`config.mk`:
```
export PLATFORM = sky130hd
export DESIGN_NAME = i2s_rx_deserializer
export DESIGN_NICKNAME = d
export VERILOG_FILES = /design/src/rtl/i2s_pkg.sv /design/src/rtl/i2s_rx_sync.sv /design/src/rtl/i2s_rx_deserializer.sv
export SDC_FILE = /design/constraint.sdc
export NUM_CORES = 1
export LEC_CHECK = 0
export ABC_CLOCK_PERIOD_IN_PS = 10330
export CAP_MARGIN = 20
export CORE_UTILIZATION = 35
export CTS_BUF_LIST = sky130_fd_sc_hd__clkbuf_2 sky130_fd_sc_hd__clkbuf_4 sky130_fd_sc_hd__clkbuf_8
export DETAILED_ROUTE_END_ITERATION = 10
export HOLD_SLACK_MARGIN = 0.12
export PLACE_DENSITY_LB_ADDON = 0.08
export SYNTH_ARGS = -nofsm -noshare
export SYNTH_HDL_FRONTEND = slang
export SYNTH_SLANG_ARGS = --single-unit
```
`constraint.sdc`:
```
create_clock -name i_clk -period 10.33 [get_ports i_clk]
set_clock_uncertainty 0.1 [all_clocks]
set_input_delay 2.066 -clock i_clk [delete_from_list [all_inputs] [get_ports i_clk]]
set_output_delay 2.066 -clock i_clk [all_outputs]
set_load 0.01 [all_outputs]
```
`src/rtl/i2s_pkg.sv`:
```
// Shared I2S types and constants for the receive path.
package i2s_pkg;

  typedef enum logic [1:0] {
    IDLE  = 2'd0,
    SYNC  = 2'd1,
    LEFT  = 2'd2,
    RIGHT = 2'd3
  } rx_state_t;

  localparam int I2S_SLOT_WIDTH = 32;

  localparam logic WS_LEFT  = 1'b0;
  localparam logic WS_RIGHT = 1'b1;

endpackage

```
`src/rtl/i2s_rx_sync.sv`:
```
// Brings TCLK, WS and TD into the system clock domain and turns each TCLK rise
// into a registered one-cycle bit strobe.
module i2s_rx_sync
  import i2s_pkg::*;
#(
  parameter int SYNC_STAGES = 2
) (
  input  logic clk,
  input  logic rst,
  input  logic tclk,
  input  logic ws,
  input  logic td,
  output logic ws_s,
  output logic td_s,
  output logic bit_stb
);

  logic [SYNC_STAGES-1:0] tclk_sr;
  logic [SYNC_STAGES-1:0] ws_sr;
  logic [SYNC_STAGES-1:0] td_sr;
  logic                   tclk_d;

  // SYNC_STAGES must be at least 2. The strobe is registered, so WS/TD are read
  // one cycle after TCLK settles, well inside the half-period data hold window.
  always_ff @(posedge clk or posedge rst) begin
    if (rst) begin
      tclk_sr <= '0;
      ws_sr   <= '0;
      td_sr   <= '0;
      tclk_d  <= 1'b0;
      bit_stb <= 1'b0;
    end else begin
      tclk_sr <= {tclk_sr[SYNC_STAGES-2:0], tclk};
      ws_sr   <= {ws_sr[SYNC_STAGES-2:0], ws};
      td_sr   <= {td_sr[SYNC_STAGES-2:0], td};
      tclk_d  <= tclk_sr[SYNC_STAGES-1];
      bit_stb <= tclk_sr[SYNC_STAGES-1] & ~tclk_d;
    end
  end

  assign ws_s = ws_sr[SYNC_STAGES-1];
  assign td_s = td_sr[SYNC_STAGES-1];

endmodule

```
`src/rtl/i2s_rx_deserializer.sv`:
```
// I2S receiver: locks onto WS, deserializes left/right slots MSB first and
// presents each stereo frame on a valid/ready interface.
module i2s_rx_deserializer
  import i2s_pkg::*;
#(
  parameter int DATA_WIDTH  = I2S_SLOT_WIDTH,
  parameter int SYNC_STAGES = 2
) (
  input  logic                  i_clk,
  input  logic                  i_rst,
  input  logic                  i_enable,
  input  logic                  i_tclk,
  input  logic                  i_ws,
  input  logic                  i_td,
  output logic [DATA_WIDTH-1:0] o_left,
  output logic [DATA_WIDTH-1:0] o_right,
  output logic                  o_valid,
  input  logic                  i_ready,
  output logic                  o_overrun,
  output logic                  o_frame_err,
  output logic                  o_locked
);

  localparam int CW = $clog2(DATA_WIDTH + 1);
  localparam logic [CW-1:0] LAST_CNT = CW'(DATA_WIDTH - 1);
  localparam logic [CW-1:0] CNT_ONE  = CW'(1);

  logic                  ws_s;
  logic                  td_s;
  logic                  bit_stb;
  logic                  ws_q;
  rx_state_t             state;
  rx_state_t             state_next;
  logic [CW-1:0]         bit_cnt;
  logic [CW-1:0]         cnt_next;
  logic [DATA_WIDTH-1:0] shreg;
  logic [DATA_WIDTH-1:0] shreg_next;
  logic [DATA_WIDTH-1:0] left_buf;
  logic                  shift_en;
  logic                  left_load;
  logic                  frame_done;
  logic                  frame_err;
  logic                  slot_ws;
  logic                  last_bit;

  i2s_rx_sync #(
    .SYNC_STAGES(SYNC_STAGES)
  ) u_sync (
    .clk    (i_clk),
    .rst    (i_rst),
    .tclk   (i_tclk),
    .ws     (i_ws),
    .td     (i_td),
    .ws_s   (ws_s),
    .td_s   (td_s),
    .bit_stb(bit_stb)
  );

  assign shreg_next = {shreg[DATA_WIDTH-2:0], td_s};
  assign last_bit   = (bit_cnt == LAST_CNT);

  // Within a slot WS holds the slot's own level; it flips only on the LSB,
  // which is why the final bit must see the opposite level.
  always_comb begin
    state_next = state;
    cnt_next   = bit_cnt;
    shift_en   = 1'b0;
    left_load  = 1'b0;
    frame_done = 1'b0;
    frame_err  = 1'b0;
    slot_ws    = (state == RIGHT) ? WS_RIGHT : WS_LEFT;
    if (!i_enable) begin
      state_next = IDLE;
      cnt_next   = '0;
    end else begin
      case (state)
        IDLE: begin
          state_next = SYNC;
          cnt_next   = '0;
        end
        SYNC: begin
          if (bit_stb && ws_q == WS_RIGHT && ws_s == WS_LEFT) begin
            state_next = LEFT;
            cnt_next   = '0;
          end
        end
        LEFT, RIGHT: begin
          if (bit_stb) begin
            shift_en = 1'b1;
            if (last_bit && ws_s != slot_ws) begin
              cnt_next = '0;
              if (state == LEFT) begin
                left_load  = 1'b1;
                state_next = RIGHT;
              end else begin
                frame_done = 1'b1;
                state_next = LEFT;
              end
            end else if (last_bit || ws_s != slot_ws) begin
              frame_err  = 1'b1;
              state_next = SYNC;
              cnt_next   = '0;
            end else begin
              cnt_next = bit_cnt + CNT_ONE;
            end
          end
        end
        default: begin
          state_next = IDLE;
          cnt_next   = '0;
        end
      endcase
    end
  end

  always_ff @(posedge i_clk or posedge i_rst) begin
    if (i_rst) begin
      state       <= IDLE;
      bit_cnt     <= '0;
      shreg       <= '0;
      left_buf    <= '0;
      ws_q        <= 1'b0;
      o_frame_err <= 1'b0;
    end else begin
      state       <= state_next;
      bit_cnt     <= cnt_next;
      o_frame_err <= frame_err;
      if (bit_stb)   ws_q     <= ws_s;
      if (shift_en)  shreg    <= shreg_next;
      if (left_load) left_buf <= shreg_next;
    end
  end

  // A held frame is only replaced when the consumer takes it in the same cycle.
  always_ff @(posedge i_clk or posedge i_rst) begin
    if (i_rst) begin
      o_left    <= '0;
      o_right   <= '0;
      o_valid   <= 1'b0;
      o_overrun <= 1'b0;
    end else begin
      o_overrun <= 1'b0;
      if (o_valid && i_ready) o_valid <= 1'b0;
      if (frame_done) begin
        if (!o_valid || i_ready) begin
          o_left  <= left_buf;
          o_right <= shreg_next;
          o_valid <= 1'b1;
        end else begin
          o_overrun <= 1'b1;
        end
      end
    end
  end

  assign o_locked = (state == LEFT) || (state == RIGHT);

endmodule

```
# [Word level (Yosys, flattened, before mapping)]
# Index checks and enable logic that the tools add are counted.
# W data, S select, Z words.
[word_totals] word_cells=77 out_inout_bits=68 register_bits=147 inputBits=7
[classes] n_addsub=1 bitwise=3 eq_ne=8 muxes=37 reduce_logical=13
[ops] op="$mux W6" n=5
[ops] op="$mux W1" n=25
[ops] op="$pmux W6 S3" n=1
[ops] op="$mux W2" n=5
[ops] op="$add A6 B1 Y6 const B" n=1
[ops] op="$eq A6 B5 Y1 const B" n=1
[ops] op="$pmux W2 S3" n=1
[ops] op="$eq A2 B2 Y1 const B" n=2
[ops] op="$logic_and A1 B1 Y1" n=4
[ops] op="$ne A4 B4 Y1 const B" n=1
[ops] op="$reduce_and A2 Y1" n=2
[ops] op="$logic_or A1 B1 Y1" n=3
[ops] op="$ne A3 B2 Y1 const B" n=1
[ops] op="$ne A3 B3 Y1 const B" n=1
[ops] op="$reduce_and A3 Y1" n=1
[ops] op="$eq A2 B1 Y1 const B" n=1
[ops] op="$logic_not A2 Y1" n=1
[ops] op="$not A1 Y1" n=2
[ops] op="$reduce_or A2 Y1" n=1
[ops] op="$and A1 B1 Y1" n=1
[ops] op="$logic_not A1 Y1" n=1
[ops] op="$ne A1 B1 Y1" n=1

# [Longest topological paths before layout]
[logic_depth] word_depth=9 mapped_depth=10 ltp_nobuf=9

# [Cells and area by module]
# From an unflattened synthesis, not the netlist that was laid out.
[hier_totals] hier_cells=357 area_unflattened_um2=5716.7
[by_module_without_submodules] mod="i2s_rx_deserializer" cells_per_inst=347 seq_area_each_um2=3478.3 area_each_um2=5499.0 n_inst=1
[by_module_without_submodules] mod="i2s_rx_sync" cells_per_inst=10 seq_area_each_um2=200.2 area_each_um2=217.7 n_inst=1

# [Worst setup path before layout]
# No wires, ideal clock.
[synth_timing] path_type="input port to flip-flop" from="in i_enable" to="reg o_left[0]" setup_slack_ns=7.040 cell_stages=6 n_path_buf=2 setup_ns=0.125 t_arrival_ns=3.065 t_required_ns=10.105 path_cell_list="and3_4 nand3_2 nor2b_4 buf_12 buf_12 mux2_4"
[synth_via] elab_chain_cells=2
[synth_lines] item="start: declaration" line_no="i2s_rx_deserializer.sv:11" text="input logic i_enable,"
[synth_lines] item="$mux W1" line_no="i2s_rx_deserializer.sv:72" text="if (!i_enable) begin"
[synth_lines] item="$reduce_and A2 Y1 (no source line)"
[synth_lines] item="end signal: assignment" line_no="i2s_rx_deserializer.sv:146" text="o_left <= left_buf;"
[synth_lines] item="end: declaration" line_no="i2s_rx_deserializer.sv:15" text="output logic [DATA_WIDTH-1:0] o_left,"
# Every way passes these cells.
# A chain may end at the register's enable or synchronous reset.

# [Final worst setup path]
[layout_timing] from="in i_enable" to="reg left_buf[29]"
[layout_via] elab_chain_cells=1
[layout_lines] item="$mux W1" line_no="i2s_rx_deserializer.sv:72"
[layout_lines] item="end signal: assignment" line_no="i2s_rx_deserializer.sv:130" text="if (left_load) left_buf <= shreg_next;"
[layout_lines] item="end: declaration" line_no="i2s_rx_deserializer.sv:38" text="logic [DATA_WIDTH-1:0] left_buf;"
# Every way passes these cells.

==> flow_metrics.py <==
metrics = {
    "status": {
        "outcome": "finished, final reports clean",
    },
    "detailed_routing": {
        "drt-initial-drc-count": 148,
        "wl_um": 10200,
        "vias_per_cell": 4.55,
        "vias": 3031,
        "drc": 0,
        "ant_nets": 0,
        "wire_per_inst_um": 15.3,
        "drtPass1Iterations": 5,
    },
    "logic_synthesis": {
        "ys.flop_type": "dfrtp_1",
        "syn_nets": 366,
        "ys_seq_area_share_pct": 61.5,
        "synth_top_area_share_pct": 61.5,
        "synth.area.top_cells": "dfrtp_1 (62%), mux2_4 (15%), mux2_2 (12%)",
        "netlist_area_um2": 5980,
        "yosysMostFrequentCell": "dfrtp_1",
        "synth_seq_cells": 147,
        "synth_common_cells": "dfrtp_1 (147), mux2_2 (66), mux2_4 (60), nand2_1 (8), nand3_1 (8)",
        "synthCells": 355,
        "yosys.area.top_type": "dfrtp_1",
        "synth_edf_count": 0,
        "syn_area_per_cell_um2": 16.8,
        "async_flop_share_pct": 100,
        "synth.distinct_cells": 39,
        "yosys_warnings": 0,
    },
    "placed_design": {
        "pre_cts_slack_ps": 4900,
        "dpl.hpwl_um": 6350,
        "routabilityCongestion": 0.690,
        "port_buffers": 74,
    },
    "setup_path": {
        "startpoint_type": "primary input",
        "worstPathArrival_ps": 5190,
        "end_kind": "flop",
        "worstReg2RegStart": "bit_cnt[0]",
        "r2r-end": "o_right[5]",
        "cp_data_required_time_ps": 10560,
        "r2r_cells": 9,
        "critPathKind": "in2reg",
        "critPathMaxFanout": 34,
        "ff2ff_setup_slack_ps": 6620,
    },
    "die": {
        "rows": 47,
        "die_area_um2": 17600,
        "ios": 75,
        "initial_utilization_pct": 35.9,
        "die_w_um": 133,
        "die_y_um": 133,
        "core-area_um2": 16600,
    },
    "hold_path": {
        "whs_path_depth": 0,
        "hp-class": "reg2reg",
        "whs_endpoint": "u_sync.tclk_sr[1]",
        "min_from": "u_sync.tclk_sr[0]",
    },
    "global_routing": {
        "grt_pass1_wl_um": 17400,
        "grt_max_degree": 81,
        "grt_usage_pct": 12.8,
        "antenna_found_initial": 0,
        "grt_pass1_vias": 3293,
        "grt-ovfl-total": 0,
    },
    "timing": {
        "fin_ws_ps": 5370,
        "finalSetupTns_ps": 0,
        "tightest_slew_ps": 924,
        "slew_headroom_pct": 38.3,
        "post-route-period-util_pct": 48.0,
        "finalWorstPathRequiredPeriod_ps": 4960,
        "setup_violations": 0,
        "fmax_mhz": 202,
        "rsz0062_at_grt": "false",
        "finalHoldViolations": 0,
        "slew_violations": 0,
    },
    "clocking": {
        "ctsResizeCount": 0,
        "htree_levels": 4,
        "ctsRootBufferMaster": "clkbuf_8",
        "clk_latency_ps": 440,
        "clk_path_buf_depth": 2,
        "postCtsSetupRepairBufs": 0,
        "clock-sinks": 147,
        "clk_pin_slew_ps": 80,
        "tritoncts": "yes",
        "cts_hold_buf": 0,
        "numCtsBuffers": 17,
    },
    "cells_and_area": {
        "fin_nets": 444,
        "drive_above_1_share_pct": 37.4,
        "area_delta_synth_final_pct": 20.6,
        "antenna_cells": 0,
        "utilization_pct": 43.4,
    },
    "flow_run": {
        "maxCapViolations": 0,
    },
    "power_and_ir_drop": {
        "p_leak_nw": 3.44,
        "power-per-cell-area_nw_per_um2": 147,
        "finalPower_mw": 1.06,
        "ir_drop_mv": 0.0697,
    },
}
## cells in the final DEF (no fill, tap or decap), types with 4 or more instances in the layout
master / count
dfrtp_1: 147
clkdlybuf4s50_1: 74
mux2_2: 66
mux2_4: 60
clkbuf_8: 22
nand2_1: 8
nand3_1: 8
clkinv_2: 5
inv_1: 4
a31oi_1: 4
ha_1: 4
## state kept, by name (all words and copies together) (netlist names), 2 cells and up
register,flops
bit_cnt,6
left_buf,32
o_left,32
o_right,32
shreg,31
state,2
u_sync.tclk_sr,2
u_sync.td_sr,2
u_sync.ws_sr,2
## cells by family (layout without fill, tap and decap cells)
kind of cell             Yosys count  after routing  synth area share [%]
adder cells (fa/ha/maj)            4              4                 0.837
AND/OR/NAND/NOR                   39             39                  4.12
multiplexers                     129            129                  28.0
buffers and inverters             23            114                  4.02
XOR/XNOR                           1              1                 0.146
flip-flops                       147            147                  61.5
AO/OA/AOI/OAI                     12             12                  1.34
## critical path, cell delays in order
cell and delay, ps:
clkdlybuf4s50_1 570, nand3_2 710, nor3b_4 1020, buf_4 420, mux2_2 370
## power breakdown
part           internal, mW  switching [mW]  leakage (nW)
Combinational       0.00545          0.0146          1.19
Clock                 0.248           0.210         0.215
Sequential            0.578         0.00283          2.03
## through the flow
step	instances	instance area (um2)	hold slack, ps
floorplan	355	5980	231
global placement	634	6800	232
detailed placement	634	6800	238
CTS	666	7210	257
global route	666	7210	260
finish	666	7210	252
## layer usage
| metal | GRT usage (%) | up-vias | part of all wire [%] | wire length, um |
|---|---|---|---|---|
| met4 | 6.13 | 0 | 1.9 | 194 |
| met5 | 0 | - | 0 | 0 |
| met1 | 17.0 | 1550 | 48 | 4920 |
| met2 | 19.2 | 59 | 46 | 4740 |
| li1 | - | 1405 | - | - |
| met3 | 3.64 | 17 | 3.5 | 356 |
## worst max-delay path by stage
stage,depth (start not counted),start,endpoint,slack (ps)
2_1_floorplan,1,i_rst,bit_cnt[0],4210
3_3_place_gp,5,i_enable,left_buf[30],4970
3_5_place_dp,5,i_enable,left_buf[30],4900
4_1_cts,5,i_enable,left_buf[29],5400
5_1_grt,5,i_enable,left_buf[4],5140
6_report,5,i_enable,left_buf[29],5370
## layout make-up
type | instances | area (um2)
Fill cell | 1488 | 9430
Sequential cell | 147 | 3680
Multi-Input combinational cell | 185 | 2060
Timing Repair Buffer | 77 | 763
Clock buffer | 23 | 310
Tap cell | 220 | 275
Clock inverter | 9 | 101
Inverter | 5 | 23.8
(Power assumes the default switching activity.)
